File: src/rtl/memory_control.sv
// memory_control: single-port RAM arbiter between instruction fetch and data
// access. Data requests win over fetches; a watchdog aborts accesses the RAM
// never completes and raises a sticky error flag.
module memory_control #(
    parameter int unsigned TIMEOUT = 255
) (
    input  logic        CLK,
    input  logic        RST,
    input  logic        iREN,
    input  logic [31:0] iaddr,
    output logic [31:0] iload,
    output logic        ihit,
    input  logic        dREN,
    input  logic        dWEN,
    input  logic [31:0] daddr,
    input  logic [31:0] dstore,
    output logic [31:0] dload,
    output logic        dhit,
    output logic        ramREN,
    output logic        ramWEN,
    output logic [31:0] ramaddr,
    output logic [31:0] ramstore,
    input  logic [31:0] ramload,
    input  logic        ramready,
    output logic        merr
);

    localparam int unsigned WORD_W = 32;
    localparam int unsigned CNT_W  = 8;

    localparam logic [CNT_W-1:0]  CNT_LAST  = CNT_W'(TIMEOUT - 1);
    localparam logic [WORD_W-1:0] ABORT_VAL = 32'hDEAD_BEEF;

    typedef enum logic [2:0] {
        IDLE,
        DACC,
        IACC,
        DRESP,
        IRESP
    } state_t;

    state_t             state, state_d;
    logic [CNT_W-1:0]   cnt, cnt_d;
    logic               wflag, wflag_d;
    logic [WORD_W-1:0]  addr_d, store_d, iload_d, dload_d;
    logic               merr_d, ihit_d, dhit_d, ren_d, wen_d;

    // State register and registered outputs; reset is synchronous.
    always_ff @(posedge CLK) begin
        if (RST) begin
            state    <= IDLE;
            cnt      <= '0;
            wflag    <= 1'b0;
            ramaddr  <= '0;
            ramstore <= '0;
            iload    <= '0;
            dload    <= '0;
            merr     <= 1'b0;
            ihit     <= 1'b0;
            dhit     <= 1'b0;
            ramREN   <= 1'b0;
            ramWEN   <= 1'b0;
        end else begin
            state    <= state_d;
            cnt      <= cnt_d;
            wflag    <= wflag_d;
            ramaddr  <= addr_d;
            ramstore <= store_d;
            iload    <= iload_d;
            dload    <= dload_d;
            merr     <= merr_d;
            ihit     <= ihit_d;
            dhit     <= dhit_d;
            ramREN   <= ren_d;
            ramWEN   <= wen_d;
        end
    end

    // Next-state logic; outputs are decoded from the next state so they
    // line up with the state register without any input-to-output path.
    always_comb begin
        state_d = state;
        cnt_d   = cnt;
        wflag_d = wflag;
        addr_d  = ramaddr;
        store_d = ramstore;
        iload_d = iload;
        dload_d = dload;
        merr_d  = merr;

        case (state)
            IDLE: begin
                cnt_d = '0;
                if (dREN || dWEN) begin
                    addr_d  = daddr;
                    store_d = dstore;
                    wflag_d = dWEN;
                    state_d = DACC;
                end else if (iREN) begin
                    addr_d  = iaddr;
                    state_d = IACC;
                end
            end
            DACC: begin
                cnt_d = cnt + CNT_W'(1);
                if (ramready) begin
                    if (!wflag) dload_d = ramload;
                    state_d = DRESP;
                end else if (cnt == CNT_LAST) begin
                    if (!wflag) dload_d = ABORT_VAL;
                    merr_d  = 1'b1;
                    state_d = DRESP;
                end
            end
            IACC: begin
                cnt_d = cnt + CNT_W'(1);
                if (ramready) begin
                    iload_d = ramload;
                    state_d = IRESP;
                end else if (cnt == CNT_LAST) begin
                    iload_d = ABORT_VAL;
                    merr_d  = 1'b1;
                    state_d = IRESP;
                end
            end
            DRESP, IRESP: begin
                cnt_d   = '0;
                state_d = IDLE;
            end
            default: begin
                cnt_d   = '0;
                state_d = IDLE;
            end
        endcase

        dhit_d = (state_d == DRESP);
        ihit_d = (state_d == IRESP);
        ren_d  = (state_d == IACC) || ((state_d == DACC) && !wflag_d);
        wen_d  = (state_d == DACC) && wflag_d;
    end

endmodule

File: config.mk
export PLATFORM = sky130hd
export DESIGN_NAME = memory_control
export DESIGN_NICKNAME = d
export VERILOG_FILES = /design/src/rtl/memory_control.sv
export SDC_FILE = /design/constraint.sdc
export NUM_CORES = 1
export LEC_CHECK = 0
export ABC_CLOCK_PERIOD_IN_PS = 2400
export CAP_MARGIN = 10
export CORE_MARGIN = 5
export CORE_UTILIZATION = 41
export DETAILED_ROUTE_END_ITERATION = 8
export GPL_TIMING_DRIVEN = 0
export PLACE_DENSITY = 0.8
export SYNTH_ARGS = -nofsm -noshare
export SYNTH_HDL_FRONTEND = slang
export SYNTH_SLANG_ARGS = --single-unit
File: constraint.sdc
create_clock -name CLK -period 2.4 [get_ports CLK]
set_clock_uncertainty 0.15 [all_clocks]
set_input_delay 0.6 -clock CLK [delete_from_list [all_inputs] [get_ports CLK]]
set_output_delay 0.6 -clock CLK [all_outputs]
set_load 0.1 [all_outputs]
======== Word-level counts from Yosys, hierarchy flattened ========
Index checks and enable logic that the tools add are counted.
word-level totals
  output and inout port bits .............. 133
  word-level logic and storage cells ...... 55
  input bits .............................. 134
  bits in registers ....................... 145
operators by class
  equality and inequality tests ........... 7
  muxes and demuxes ....................... 17
  reduce and logical (&&, ||, !) cells .... 15
  add/sub/neg operators ................... 1
  bitwise operators ....................... 3
operator list
  cell                                                                   number
  32-bit 2-to-1 mux                                                      8
  3-bit 2-to-1 mux                                                       6
  3-bit by 2-bit equality test with 1-bit output, second input constant  3
  3-bit case mux with 3 select lines                                     1
  8-bit by 1-bit adder with 8-bit output, second input constant          1
  8-bit equality test, second input constant                             1
  3-bit by 1-bit equality test with 1-bit output, second input constant  2
  2-bit AND reduction                                                    3
  3-bit AND reduction                                                    2
  2-bit nonzero test                                                     2
  2-bit OR reduction                                                     2
  3-bit equality test, second input constant                             1
  3-bit zero test                                                        1
  1-bit NOT                                                              3
  1-bit logical AND                                                      2
  1-bit logical OR                                                       2
  1-bit 2-to-1 mux                                                       2
  1-bit zero test                                                        1

======== Longest topological paths before layout ========
Gate-level depths: netlist of the first run.
  depth in word-level cells ............... 7
  gate-level depth with buffers ........... 7
  depth with buffers taken out ............ 5

======== Worst setup path after synthesis of the first run ========
No wires, ideal clock.
  path kind ............................... input to register
  from .................................... in dWEN
  to ...................................... reg ramaddr[10]
  setup time .............................. 0.091 ns
  stages on the path ...................... 6
  path buffers ............................ 3
  setup slack ............................. 0.411 ns
  arrival ................................. 1.748 ns
  required time ........................... 2.159 ns
  cell sequence ........................... or2_2 > clkbuf_1 > o21a_1 > buf_2 > buf_1 > a311oi_1
between the ends
  cells in the longest elaborated chain, start to end .. 3
  elaborated cells on any way between the ends .. 4
  those cells by class .................... mux: 1; reduce/logical: 3
ends and longest elaborated chain
  what                                  line  text
  start: declaration                    14    input logic dWEN,
  1-bit logical OR *                    94    if (dREN || dWEN) begin
  2-bit nonzero test (no source line)   -
  2-bit AND reduction (no source line)  -
  end signal: assignment                67    ramaddr <= addr_d;
  end: declaration                      21    output logic [31:0] ramaddr,
Mark *: on every way between the ends. The rest lies on a longest branch, timed or not.
A chain may end at the register's enable or synchronous reset.

======== Worst setup path in the final report of the first run ========
  from .................................... reg iload[31]
  to ...................................... out iload[31]
RTL lines
  what                      line  text
  start: declaration        11    output logic [31:0] iload,
  start signal: assignment  69    iload <= iload_d;
No word-level cell between the ends.

==> impl_results.md, run 1 <==
- Outcome: finished clean
- Buf/Inv on CP: 1
- Multiplexer share of the synthesized area: 0%
- LEAKAGE: 0.003679 µW
- Crit start category: flop
- Post-CTS Setup Bufs: 0
- Fillers: 1143
- Slowest stage delay, CP: 0.87 ns
- Synthesized area: 5603 µm²
- Core area: 13350 µm²
- RSZ-0062 raised after global routing: no
- Clk Latency, worst-skew pair: 0.42 ns
- Sequential fraction of the synthesis area: 51.81%
- Hold Violations, Final: 0
- Drt initial violations: 317
- Area share of the largest cell type after synthesis: 51.81%
- Yosys reg bits: 145
- CP cell instances: dlygate4sd2_1
- Drt first pass iters: 5
- Fin. max-slew vios: 0
- Final setup fails: 0
- Post-DRT Antenna Nets: 0
- Mapped Nets: 793
- Netlist cell types: 36
- First-pass GRT wire length: 29290 µm
- Worst path slowest cell: dlygate4sd2_1
- Vias in the first global route: 5629
- Switching Share: 36.94%
- Tmin final: 2.367 ns
- Share of cells above drive strength 1: 7.975%
- Comb power frac: 30.4%
- ANT cells: 0
- Pre-CTS setup slack: -0.5708 ns
- Critical path endpoint category: primary output
- Max VDD drop: 0.4878 mV
- Chip width: 126.9 µm
- Net Switching: 2886 µW
- Synth Warn #: 0
- Synthesized-area fraction occupied by and/or/nand/nor cells: 19.05%
- Cell accounting for the most synthesized area: dfxtp_1
- Area grow syn2layout: 59.58%
- Hpwl dp: 14220 µm
- Post-route core utilization: 66.99%
- Metal1 wirelength: 7593 µm
- Seq pwr share: 34.4%
- WHS: 0.3000 ns
- Critical Path RT: 1.65 ns
- Die ar.: 16100 µm²
- Max Cap Viol: 0
- Clock power frac: 35.2%
- CTS Buffer Depth: 2
- Crit-path max FO: 2
- Mapped Cells: 657
- H-tree levels: 4
- Initial core utilization: 41.98%
- Worst-path clk slew: 0.06 ns
- # rows: 42
- Synth top area cells: dfxtp_1, nand2_1, a21oi_1, o21a_1, a311oi_1
- Fraction of synthesized cell area in xor and xnor cells: 0.7816%
- Root buffer cell: clkbuf_16
- Max_slew headroom: 33.43%
- Synth Area in Compound Gates: 23.40%
- Via/cell ratio: 5.057
- Largest net degree at the start of global routing: 17
- Die Y-Extent: 126.9 µm
- Top layer in use: met4
- Input/output buffers: 265
- Num CTS Buffers: 17
- Antenna violations before repair: 0
- Tot GR Track Use: 22.91%
- Delay-heaviest family, CP: buffers and inverters
- Power per standard cell area: 873.8 nW/µm²
- Critical Path AT: 1.62 ns
- Met3 WL: 1398 µm
- CTS tree: built
- Adder-Cell Fraction of Synth Area: 0.4466%
- Peak Freq: 0.4225 GHz
- GP Congestion: 0.8530
- CTS sink count: 145
- WS Path Type: flop to primary output
- Vias after detailed routing: 5709
- Int Pwr: 4927 µW
- Least-Margin Pin Slew: 1.003 ns
- Hold-fix buffers, CTS: 0
- DRC viols: 0
- Aggregate global routing overflow: 0
- Final worst-path cycle share: 98.63%
- Hold crit path type: flop to flop
- # IOs: 267
- Setup_tns: 0 ns
- Met2 WL post-DR: 9534 µm
- Syn_area_per_cell: 8.528 µm²
- Final nets: 1076
- WL/cell: 16.67 µm
- Largest family of logic cells by synthesized area: compound AO/OA/AOI/OAI gates
- Post-Route WL: 18820 µm
- Setup WS post-layout: 0.03299 ns
-- synthesized netlist by cell type (all sizes together) --
cell type	instances
a21bo	1
a21o	1
a21oi	98
a22oi	1
a311oi	33
a31oi	2
a41oi	1
and2	1
and4	1
buf	19
clkbuf	36
dfxtp	145
ha	2
inv	3
nand2	134
nand3	20
nand4	1
nor2	46
nor2b	25
nor3	5
nor3b	1
nor4	1
o21a	49
o21ai	18
o32ai	1
or2	3
or3	2
or3b	2
xnor2	2
xor2	3
-- area by class of cell --
cell class / instances / area, µm² / share of cell area (%)
Clock buffer: 21 / 450.4 / 5.038
Tap cell: 176 / 220.2 / 2.463
Multi-Input combinational cell: 454 / 2447 / 27.37
Timing Repair Buffer: 265 / 2507 / 28.04
Inverter: 3 / 11.26 / 0.1259
Buffer: 54 / 240.2 / 2.687
Clock inverter: 11 / 161.4 / 1.805
Sequential cell: 145 / 2903 / 32.47
-- cells in the final DEF, fill, tap and decap left out, types with 2 or more instances in the layout --
master,count
or3_1,2
nor2_1,45
clkdlybuf4s15_2,6
buf_1,5
a31oi_1,2
o21a_1,49
dlygate4sd2_1,50
xor2_1,3
dfxtp_1,145
bufinv_16,4
inv_1,3
clkdlybuf4s15_1,59
nor2b_1,25
buf_2,11
nor3_1,4
buf_6,3
xnor2_1,2
clkbuf_2,19
a21oi_1,98
clkinv_2,5
clkdlybuf4s50_1,132
o21ai_0,18
clkbuf_1,37
a311oi_1,33
clkbuf_16,17
nand2_1,134
ha_1,2
or2_2,2
nand3_1,20
-- power by group through the flow --
stage	registers (µW)	clock network, µW	logic, µW
finish	2690	2750	2380
global route	2710	2910	2480
CTS	2690	2780	2380
detailed placement	2740	0	2480
global placement	2730	0	2480
floorplan	4010	0	476
-- per-layer routing --
| metal | vias to the layer above | global-route usage, % |
|---|---|---|
| li1 | 2836 | - |
| met1 | 2656 | 25.75 |
| met2 | 194 | 41.10 |
| met3 | 23 | 7.314 |
| met4 | 0 | 7.256 |
| met5 | - | 0 |
-- cell families (layout without fill, tap and decap cells) --
family / after synthesis / count (layout)
AOI/OAI and AO/OA: 205 / 205
buffers and inverters: 58 / 354
adders and majority gates: 2 / 2
DFF: 145 / 145
and+or+nand+nor: 242 / 242
xor gates and xnor gates: 5 / 5
-- final timing paths --
path              slack, ns  cells after the start            to          from
setup reg to reg       0.34                      6   ramaddr[29]      state[0]
hold reg to reg        0.30                      2  ramstore[18]  ramstore[18]
hold / removal         0.30                      2  ramstore[18]  ramstore[18]
setup / recovery       0.03                      1     iload[31]     iload[31]
-- sequential cells by signal, summed over array words and instances, names as in the netlist --
signal    count
merr          1
dhit          1
state         3
iload        32
cnt           8
ihit          1
dload        32
ramREN        1
ramstore     32
ramWEN        1
ramaddr      32
wflag         1
-- metrics by stage --
stage,std cells,power (µW),area [µm²]
after global routing,1129,8099,8941
after CTS,1129,7847,8951
after floorplan,657,4481,5603
after detailed placement,1098,5223,8476
final,1129,7813,8941
after global placement,1098,5208,8476
-- repair_timing --
| action | in CTS | in global routing |
|---|---|---|
| setup endpoints to repair | 193 | 71 |
| cloned | 0 | 0 |
| resized for setup | 160 | 83 |
(Power assumes the default switching activity.)
==> run 2, diff against run 1 <==
==> constraint.sdc (replaced) <==
create_clock -name CLK -period 2.4 [get_ports CLK]
set_clock_uncertainty 0.15 [all_clocks]
set_input_delay 0.6 -clock CLK [delete_from_list [all_inputs] [get_ports CLK]]
set_output_delay 0.6 -clock CLK [all_outputs]
set_load 0.01 [all_outputs]
==> impl_results.md, run 2 (same netlist as run 1, synthesis figures left out) <==
- Post-route core utilization: 68.07%
- Core area: 13350 µm²
- Hpwl dp: 14220 µm
- CTS Buffer Depth: 2
- Power per standard cell area: 741.4 nW/µm²
- Tot GR Track Use: 22.97%
- Tmin final: 2.232 ns
- Final nets: 1076
- Crit start category: input pin
- Fin. max-slew vios: 0
- H-tree levels: 4
- Final worst-path cycle share: 93.01%
- Input/output buffers: 265
- Initial core utilization: 41.98%
- Worst-path clk slew: 0.06 ns
- Seq pwr share: 40.0%
- Hold Violations, Final: 0
- Die Y-Extent: 126.9 µm
- RR Endpoint: ramaddr[29]
- # rows: 42
- WS Path Type: input pin to flop
- First-pass GRT wire length: 29370 µm
- Worst r2r src: state[0]
- Hold-fix buffers, CTS: 0
- Worst Hold Depth: 2
- Hold crit path type: flop to flop
- Post-DRT Antenna Nets: 0
- Commonest non-fill, non-tap cell in the layout: clkdlybuf4s50_1
- Critical Path RT: 2.60 ns
- Switching Share: 25.18%
- Share of cells above drive strength 1: 5.456%
- WL/cell: 16.74 µm
- DRC viols: 0
- HP Start: ramstore[18]
- # IOs: 267
- WHS: 0.3028 ns
- RSZ-0062 raised after global routing: no
- Largest net degree at the start of global routing: 17
- Critical path endpoint category: flop
- Aggregate global routing overflow: 0
- Max VDD drop: 0.4826 mV
- Int Pwr: 5040 µW
- R2R cell count: 6
- CTS sink count: 145
- Clk Latency, worst-skew pair: 0.42 ns
- GP Congestion: 0.8530
- Comb power frac: 19.3%
- Vias after detailed routing: 5691
- Drt first pass iters: 4
- Vias in the first global route: 5648
- Num CTS Buffers: 17
- Max_slew headroom: 51.52%
- Post-Route WL: 18900 µm
- Post-CTS Setup Bufs: 0
- Die ar.: 16100 µm²
- LEAKAGE: 0.003387 µW
- Crit-path max FO: 10
- Via/cell ratio: 5.041
- Net Switching: 1696 µW
- Outcome: finished clean
- Area grow syn2layout: 62.17%
- Drt initial violations: 302
- Clock power frac: 40.7%
- Critical Path AT: 2.43 ns
- Antenna violations before repair: 0
- Chip width: 126.9 µm
- Peak Freq: 0.4480 GHz
- Max Cap Viol: 0
- Hold Path End: ramstore[18]
- ANT cells: 0
- Final setup fails: 0
- Most frequent cells in the layout: clkdlybuf4s50_1, dfxtp_1, nand2_1, a21oi_1, o21a_1
- CTS tree: built
- Root buffer cell: clkbuf_16
- Reg2reg setup slack: 0.33 ns
- Least-Margin Pin Slew: 0.7273 ns
-- run 2: cell count changes in the layout (fill, tap and decap cells not counted), sizes merged --
cell,delta
clkbuf,-18
clkdlybuf4s50,+133
clkdlybuf4s15,-65
dlygate4sd2,-50
-- run 2: timing repair --
item                       CTS  global route
hold endpoints to repair     0             0
resized for setup            2             0
setup endpoints to repair   60             0
-- run 2: metrics by stage --
stage	TNS (ns)	setup WS [ns]	std cells	cell area (µm²)	power, µW
floorplan	0	0.4109	657	5603	3294
global placement	-30.92	-0.5137	1098	8476	4021
detailed placement	-32.16	-0.5708	1098	8476	4035
CTS	0	0.1576	1129	9086	6781
global route	0	0.002857	1129	9086	7023
finish	0	0.1677	1129	9086	6737
-- run 2: power groups by stage --
| stage | clock network, µW | registers [µW] | logic [µW] |
|---|---|---|---|
| 6_report | 2740 | 2690 | 1300 |
| 5_1_grt | 2910 | 2710 | 1400 |
| 4_1_cts | 2780 | 2690 | 1310 |
| 3_5_place_dp | 0 | 2740 | 1290 |
| 3_3_place_gp | 0 | 2730 | 1290 |
| 2_1_floorplan | 0 | 2820 | 474 |
-- run 2: how the worst max path moves through the flow --
| stage | startpoint | to | slack (ns) |
|---|---|---|---|
| finish | dWEN | ramstore[13] | 0.17 |
| global route | dREN | ramstore[26] | 0.003 |
| CTS | dWEN | ramaddr[5] | 0.16 |
| detailed placement | dREN | ramstore[13] | -0.57 |
| global placement | dWEN | ramstore[13] | -0.51 |
| floorplan | dWEN | ramaddr[10] | 0.41 |
-- run 2: routing by layer --
layer	wire length, µm	track usage, %	up-vias
li1	-	-	2830
met4	284	7.256	0
met1	7671	25.88	2658
met2	9565	41.16	181
met5	0	0	-
met3	1380	7.314	22
-- run 2: worst max-delay path, stage by stage --
cell,delay (ns)
clkdlybuf4s50_1,0.46
or2_2,0.43
nand2_1,0.19
buf_1,0.45
nand2_1,0.13
a21oi_1,0.17
-- run 2: layout make-up --
type | count | area (µm²)
buffer | 54 | 240.2
clock buffer | 21 | 450.4
clock inverter | 11 | 161.4
fill | 1105 | 4262
inverter | 3 | 11.26
multi-input combinational | 454 | 2447
sequential | 145 | 2903
tap | 176 | 220.2
timing repair buffer | 265 | 2653
==> run 3, diff against run 2 <==
--- a/config.mk
+++ b/config.mk
@@ -9,6 +9,7 @@
 export CAP_MARGIN = 10
 export CORE_MARGIN = 5
 export CORE_UTILIZATION = 41
+export CTS_CLUSTER_SIZE = 16
 export DETAILED_ROUTE_END_ITERATION = 8
 export GPL_TIMING_DRIVEN = 0
 export PLACE_DENSITY = 0.8
==> results of run 3 <==
The final DEF is identical to that of run 2; final timing and power are the same.
